--- src/rtl/mux2x1_feeder.sv ---
`default_nettype none
// ============================================================================
// Module   : mux2x1_feeder
// Brief    : Buffers 2-bit words (2-deep FIFO) and serialises each one onto a
//            downstream 2:1 mux by stepping sel 0 -> 1, HOLD cycles per bit.
//            Optional word counter output enabled by MUX_FEED_WCNT_EN.
// Revision : 1.0 - initial release
// ============================================================================
module mux2x1_feeder #(
    parameter int unsigned HOLD = 1
) (
    input  logic        clk,
    input  logic        rst,
    input  logic        in_valid,
    input  logic [1:0]  in_data,
    output logic        in_ready,
    output logic [1:0]  din,
    output logic        sel,
    output logic        phase_valid,
    output logic        busy,
    output logic        word_done
`ifdef MUX_FEED_WCNT_EN
    ,
    output logic [15:0] wcnt
`endif
);

    // HOLD of 0 is treated as 1
    localparam logic [7:0] HOLD_M1 = (HOLD <= 1) ? 8'd0 : 8'(HOLD - 1);

    localparam logic [1:0] S_IDLE = 2'd0;
    localparam logic [1:0] S_BIT0 = 2'd1;
    localparam logic [1:0] S_BIT1 = 2'd2;

    logic [1:0] state;
    logic [7:0] hcnt;
    logic [1:0] fifo_mem [2];
    logic       wr_ptr;
    logic       rd_ptr;
    logic [1:0] count;
    logic       push;
    logic       pop;
    logic       word_end;

    assign in_ready = !rst && (count < 2'd2);
    assign push     = in_valid && in_ready;
    assign word_end = (state == S_BIT1) && (hcnt == 8'd0);
    assign pop      = (count != 2'd0) && ((state == S_IDLE) || word_end);
    assign busy     = (state != S_IDLE) || (count != 2'd0);

    always_ff @(posedge clk) begin
        if (push) begin
            fifo_mem[wr_ptr] <= in_data;
        end
    end

    always_ff @(posedge clk) begin
        if (rst) begin
            wr_ptr <= 1'b0;
            rd_ptr <= 1'b0;
            count  <= 2'd0;
        end else begin
            if (push) begin
                wr_ptr <= ~wr_ptr;
            end
            if (pop) begin
                rd_ptr <= ~rd_ptr;
            end
            count <= count + {1'b0, push} - {1'b0, pop};
        end
    end

    // word_done is registered one cycle ahead so it lands on the final BIT1 cycle
    always_ff @(posedge clk) begin
        if (rst) begin
            state       <= S_IDLE;
            hcnt        <= 8'd0;
            din         <= 2'b00;
            sel         <= 1'b0;
            phase_valid <= 1'b0;
            word_done   <= 1'b0;
        end else begin
            word_done <= 1'b0;
            case (state)
                S_IDLE: begin
                    if (pop) begin
                        din         <= fifo_mem[rd_ptr];
                        sel         <= 1'b0;
                        phase_valid <= 1'b1;
                        hcnt        <= HOLD_M1;
                        state       <= S_BIT0;
                    end
                end
                S_BIT0: begin
                    if (hcnt == 8'd0) begin
                        sel       <= 1'b1;
                        hcnt      <= HOLD_M1;
                        state     <= S_BIT1;
                        word_done <= (HOLD_M1 == 8'd0);
                    end else begin
                        hcnt <= hcnt - 8'd1;
                    end
                end
                S_BIT1: begin
                    if (hcnt == 8'd0) begin
                        if (pop) begin
                            din         <= fifo_mem[rd_ptr];
                            sel         <= 1'b0;
                            phase_valid <= 1'b1;
                            hcnt        <= HOLD_M1;
                            state       <= S_BIT0;
                        end else begin
                            sel         <= 1'b0;
                            phase_valid <= 1'b0;
                            state       <= S_IDLE;
                        end
                    end else begin
                        hcnt      <= hcnt - 8'd1;
                        word_done <= (hcnt == 8'd1);
                    end
                end
                default: begin
                    state <= S_IDLE;
                end
            endcase
        end
    end

`ifdef MUX_FEED_WCNT_EN
    always_ff @(posedge clk) begin
        if (rst) begin
            wcnt <= 16'd0;
        end else if (word_done) begin
            wcnt <= wcnt + 16'd1;
        end
    end
`endif

endmodule
`default_nettype wire
--- config.mk ---
export PLATFORM = sky130hd
export DESIGN_NAME = mux2x1_feeder
export DESIGN_NICKNAME = d
export VERILOG_FILES = /design/src/rtl/mux2x1_feeder.sv
export SDC_FILE = /design/constraint.sdc
export NUM_CORES = 1
export LEC_CHECK = 0
export CORE_UTILIZATION = 50
export CTS_CLUSTER_SIZE = 24
export DETAILED_ROUTE_END_ITERATION = 16
export PLACE_DENSITY = 0.74
export SYNTH_ARGS = -nofsm -noshare
export SYNTH_HDL_FRONTEND = slang
export SYNTH_SLANG_ARGS = --single-unit
--- constraint.sdc ---
create_clock -name clk -period 2.3 [get_ports clk]
set_input_delay 0.345 -clock clk [delete_from_list [all_inputs] [get_ports clk]]
set_output_delay 0.345 -clock clk [all_outputs]
set_load 0.005 [all_outputs]
======== After elaboration in Yosys (flattened, before gate mapping) ========
Memory sizes are Yosys's and may differ from the RTL's. A register that Yosys moved wholly into a read port is not among the register bits.
Index checks and enable logic that the tools add are counted.
storage, ports and cells
  RAM bits ................................ 4
  output and inout port bits .............. 7
  input port bits ......................... 5
  register bits ........................... 19
  logic and storage cells ................. 66
  memories ................................ 1
cells by class
  reductions and logical operators ........ 17
  $lt $le $gt $ge ......................... 1
  multiplexer cells ....................... 27
  eq/ne operators ......................... 6
  bitwise logic cells ..................... 2
  $add $sub $neg .......................... 3
memories
  memory    words  width  read ports  clocked after Yosys merged registers in  wr ports  RTL line  text
  fifo_mem  2      2      1           1                                        1         37        logic [1:0] fifo_mem [2];
operators with widths
  kind                                                                    count
  8-bit 2-to-1 mux                                                        3
  8-bit one-hot mux with 3 select lines                                   1
  1-bit 2-to-1 mux                                                        13
  2-bit 2-to-1 mux                                                        5
  8-bit by 1-bit equality test with 1-bit output (second input constant)  1
  8-bit logical NOT                                                       1
  8-bit by 1-bit subtractor with 8-bit output (second input constant)     1
  2-bit one-hot mux with 3 select lines                                   1
  3-bit AND reduction                                                     2
  2-bit nonzero test                                                      3
  1-bit logical AND                                                       4
  2-bit != test (second input constant)                                   2
  1-bit one-hot mux with 2 select lines                                   2
  2-bit one-hot mux with 2 select lines                                   1
  4-bit AND reduction                                                     1
  1-bit one-hot mux with 3 select lines                                   1
  3-bit nonzero test                                                      1
  2-bit by 1-bit adder with 2-bit output                                  1
  2-bit by 1-bit equality test with 1-bit output (second input constant)  1
  2-bit equality test (second input constant)                             1
  2-bit logical NOT                                                       1
  1-bit logical OR                                                        2
  2-bit less-than comparator (second input constant)                      1
  2-bit by 1-bit != test with 1-bit output (second input constant)        1
  4 further kinds                                                         5

======== Longest topological paths before layout ========
  depth in word-level cells ............... 7
  mapped depth ............................ 13
  mapped depth without buffers ............ 11

======== Least setup slack after synthesis ========
No wires, ideal clock.
  path type ............................... register -> register
  start ................................... register state[0]
  end ..................................... register count[0]
  period minus slack after synthesis ...... 2151 ps
  path slack .............................. 149 ps
  stages on the path, launching flop included .. 13
  data required time ...................... 2173 ps
  buffers on the path ..................... 2
  library setup time ...................... 127 ps
  data arrival time ....................... 2024 ps
  cells stage by stage .................... dfxtp_1 > inv_1 > ha_1 > buf_2 > nor4b_2 > a21oi_2 > or2_1 > clkbuf_2 > inv_1 > ha_1 > inv_1 > ha_1 > nor2b_1
between the ends
  cells in the longest elaborated chain, start to end .. 5
  elaborated cells on any way between the ends .. 6
  those cells by class .................... add/sub: 1; eq/ne: 1; reduce/logical: 4
RTL lines
  item                                           RTL line  text
  from (decl)                                    35        logic [1:0] state;
  from (signal assigned)                         76        state <= S_IDLE;
  from (signal assigned)                         91        state <= S_BIT0;
  from (signal assigned)                         98        state <= S_BIT1;
  2-bit equality test                            47        assign word_end = (state == S_BIT1) && (hcnt == 8'd0);
  1-bit logical AND                              47
  1-bit logical OR *                             48        assign pop = (count != 2'd0) && ((state == S_IDLE) || word_end);
  1-bit logical AND *                            48
  via pop                                        42        logic pop;
  2-bit by 1-bit subtractor with 2-bit output *  69        count <= count + {1'b0, push} - {1'b0, pop};
  to (signal assigned)                           69
  to (decl)                                      40        logic [1:0] count;
Mark *: on every way through the listed nets, which the timed path passes. The rest lies on a longest branch.
A chain may end at the register's enable or synchronous reset.

======== Final worst setup path ========
  start ................................... register state[0]
  end ..................................... output port busy
between the ends
  cells in the longest elaborated chain, start to end .. 2
RTL lines
  item                RTL line  text
  2-bit nonzero test  49        assign busy = (state != S_IDLE) || (count != 2'd0);
  1-bit logical OR    49
  to (decl)           20        output logic busy,
Every way passes these cells.

==> out/summary.txt <==
Worst R2R Setup Slack - 130 ps
cell taking the most area after synthesis - dfxtp_1
Max Fclk - 455 MHz
crit-path leading delay family - buffers and inverters
CP cell instances - inv_1 -> ha_1 -> inv_2 -> nor3_4 -> inv_1 -> clkdlybuf4s50_1
setup TNS after final layout - 0 ps
vias - 1102
Mapped Area - 1300 um^2
antenna violations before repair - 0
setup violators final - 0
placed cells - 187
Initial Util - 52.5%
Min-Delay Path Depth - 1
Primary FF master, synth - dfxtp_1
Yosys top cell area share - 30.8%
clock slew at reported path FFs - 140 ps
Worst EP required - 1960 ps
Synth cell types - 40
max incr delay on CP - 490 ps
die width - 53.0 um
Slew Viols, Final - 0
crit share post-route - 95.5%
worst r2r src - hcnt[0]$_SDFFE_PP0P_
Crit path arrival time - 1850 ps
synthesis-stage register bit count - 24
Final Skew - 10.6 ps
TritonCTS clock tree - built
vias per inst - 5.77
CP endpoint kind - output pin
Worst Hold Class - flop to flop
Sink Count - 24
Placeable Area - 2480 um^2
CP Buf/Inv Count - 4
chip height - 53.0 um
postcts setup bufs - 0
startpoint types - flop
largest net degree at the start of global routing - 26
Root Driver - clkbuf_4
worst slew pin tran - 642 ps
IO Count - 12
Async SR Flop Fraction - 0%
Post-synth EDFFs - 4
global-route wire length before repair - 4220 um
synth-to-layout area growth - 19.3%
most used cell, CP - inv_1
WL/cell - 14.1 um
worst rel slew slack - 56.9%
Antenna Violating Nets Remaining - 0
Clk Latency, worst-skew pair - 320 ps
average size of a mapped cell - 8.90 um^2
status - finished, final reports clean
RSZ-0062 raised after global routing - false
worst reg-to-reg path cell count - 10
Seq/Total Area, Yosys - 40.0%
WS Path Type - flop to output pin
Power Dens Cells - 1090 nW/um^2
htree depth - 1
Post-Syn Nets - 160
net count reported at finish - 176
crit path max fanout - 5
Area contributors post-synth - dfxtp_1 (31%), edfxtp_1 (9.2%), ha_1 (8.7%)
number of port buffers - 11
share of cells above drive strength 1 - 14.9%
drt first-iter violations - 23
total CTS buffers - 3
# rows - 18
Slowest cell on crit path - clkdlybuf4s50_1
worst reg2reg endpoint - count[0]$_SDFF_PP0_
Overflow after GRT - 0
DP Wirelength - 2010 um
min Tclk post-route - 2200 ps
# DRC - 0
hold endpoint - hcnt[0]$_SDFFE_PP0P_
min-delay src - hcnt[0]$_SDFFE_PP0P_
die area - 2810 um^2
final non-filler cell total - 191
max cap viols - 0
maximum VDD drop - 0.844 mV
Clock Tree Buf Depth - 2
Leakage - 0.634 nW
DR pass1 iterations - 4
vias in the first global route - 953
Hold Vio Cnt, Final - 0
Cells after Synth - 146
Detailed Route WL - 2690 um
Total GRT Usage - 20.8%
Yosys Warn Count - 0
ANT cells - 0
cts-stage hold buffer count - 0
Placer Congestion - 0.848
[synthesized netlist by cell type (2+ instances only)]
master and count:
a211oi_1 5, a21oi_1 12, a221oi_1 2, a22o_1 2
a311oi_1 2, buf_2 2, clkbuf_1 2, dfxtp_1 20
edfxtp_1 4, ha_1 9, inv_1 10, mux2i_1 2
nand2_1 11, nand2b_1 4, nor2_1 15, nor2b_1 2
nor3_1 6, o21ai_0 7, o31ai_1 2, or2b_1 2
or3_1 4, xor2_1 3
[where the power goes]
part	internal (mW)	total, mW	switching, mW
Sequential	0.514	0.582	0.0684
Clock	0.176	0.306	0.130
Combinational	0.378	0.806	0.429
[layer usage]
layer	global-route usage, %	wire length (um)	vias up
met5	0	0	-
met3	2.59	101	2
li1	-	-	554
met2	34.0	1280	22
met1	28.2	1290	524
met4	6.58	19	0
[layout by cell type (no fill, tap or decap), drive strengths merged, types with 3 or more instances in the layout]
master         count
a211oi             5
a21oi             13
buf                5
clkbuf             3
clkdlybuf4s50     11
dfxtp             20
edfxtp             4
ha                 9
inv               10
nand2             11
nand2b             4
nor2              15
nor3               6
o21ai              7
or3                4
xor2               3
[cell type report]
| type | count | area (um^2) |
|---|---|---|
| multi-input cells | 107 | 753 |
| clock inverters | 1 | 30.0 |
| repair buffers | 16 | 148 |
| fillers | 218 | 926 |
| clock buffers | 3 | 22.5 |
| inverters | 10 | 37.5 |
| flip-flops and latches | 24 | 523 |
| well taps | 30 | 37.5 |
[stage by stage]
step	total power, mW	setup slack [ps]	hold slack (ps)	util, %	cell area, um^2
floorplan	1.09	149	444	-	1300
global placement	1.31	147	488	59.0	1460
detailed placement	1.35	91.1	490	59.0	1460
CTS	1.67	55.2	518	61.4	1520
global route	1.81	5.31	500	62.6	1550
finish	1.69	103	475	62.6	1550
[worst max path at each step]
stage / start / slack (ps) / end / depth (start not counted)
after detailed placement: hcnt[0]$_SDFFE_PP0P_ / 90 / hcnt[5]$_SDFFE_PP0P_ / 8
after floorplan: state[0]$_SDFFE_PP0P_ / 150 / count[0]$_SDFF_PP0_ / 12
after CTS: state[1]$_SDFFE_PP0P_ / 60 / busy / 6
after global routing: hcnt[0]$_SDFFE_PP0P_ / 5 / count[1]$_SDFF_PP0_ / 11
final: state[0]$_SDFFE_PP0P_ / 100 / busy / 6
after global placement: hcnt[0]$_SDFFE_PP0P_ / 150 / count[0]$_SDFF_PP0_ / 10
[repair_timing]
action	CTS	global route
resized for setup	1	10
pin swaps	0	0
setup endpoints to repair	1	9
[sequential cells by signal, indices dropped and copies added (netlist names), named ones only]
| name | cells |
|---|---|
| din | 2 |
| hcnt | 8 |
| wr_ptr | 1 |
| phase_valid | 1 |
| fifo_mem | 4 |
| rd_ptr | 1 |
| sel | 1 |
| word_done | 1 |
| state | 2 |
| count | 2 |
[cells by family after synthesis]
family	share of synthesized area, %
and+or+nand+nor	22.8
AOI/OAI and AO/OA	19.6
xor gates and xnor gates	2.70
buffers and inverters	4.62
muxes	1.54
DFF	40.0
adders and majority gates	8.66
No activity file was read; power rests on OpenSTA's default activity.
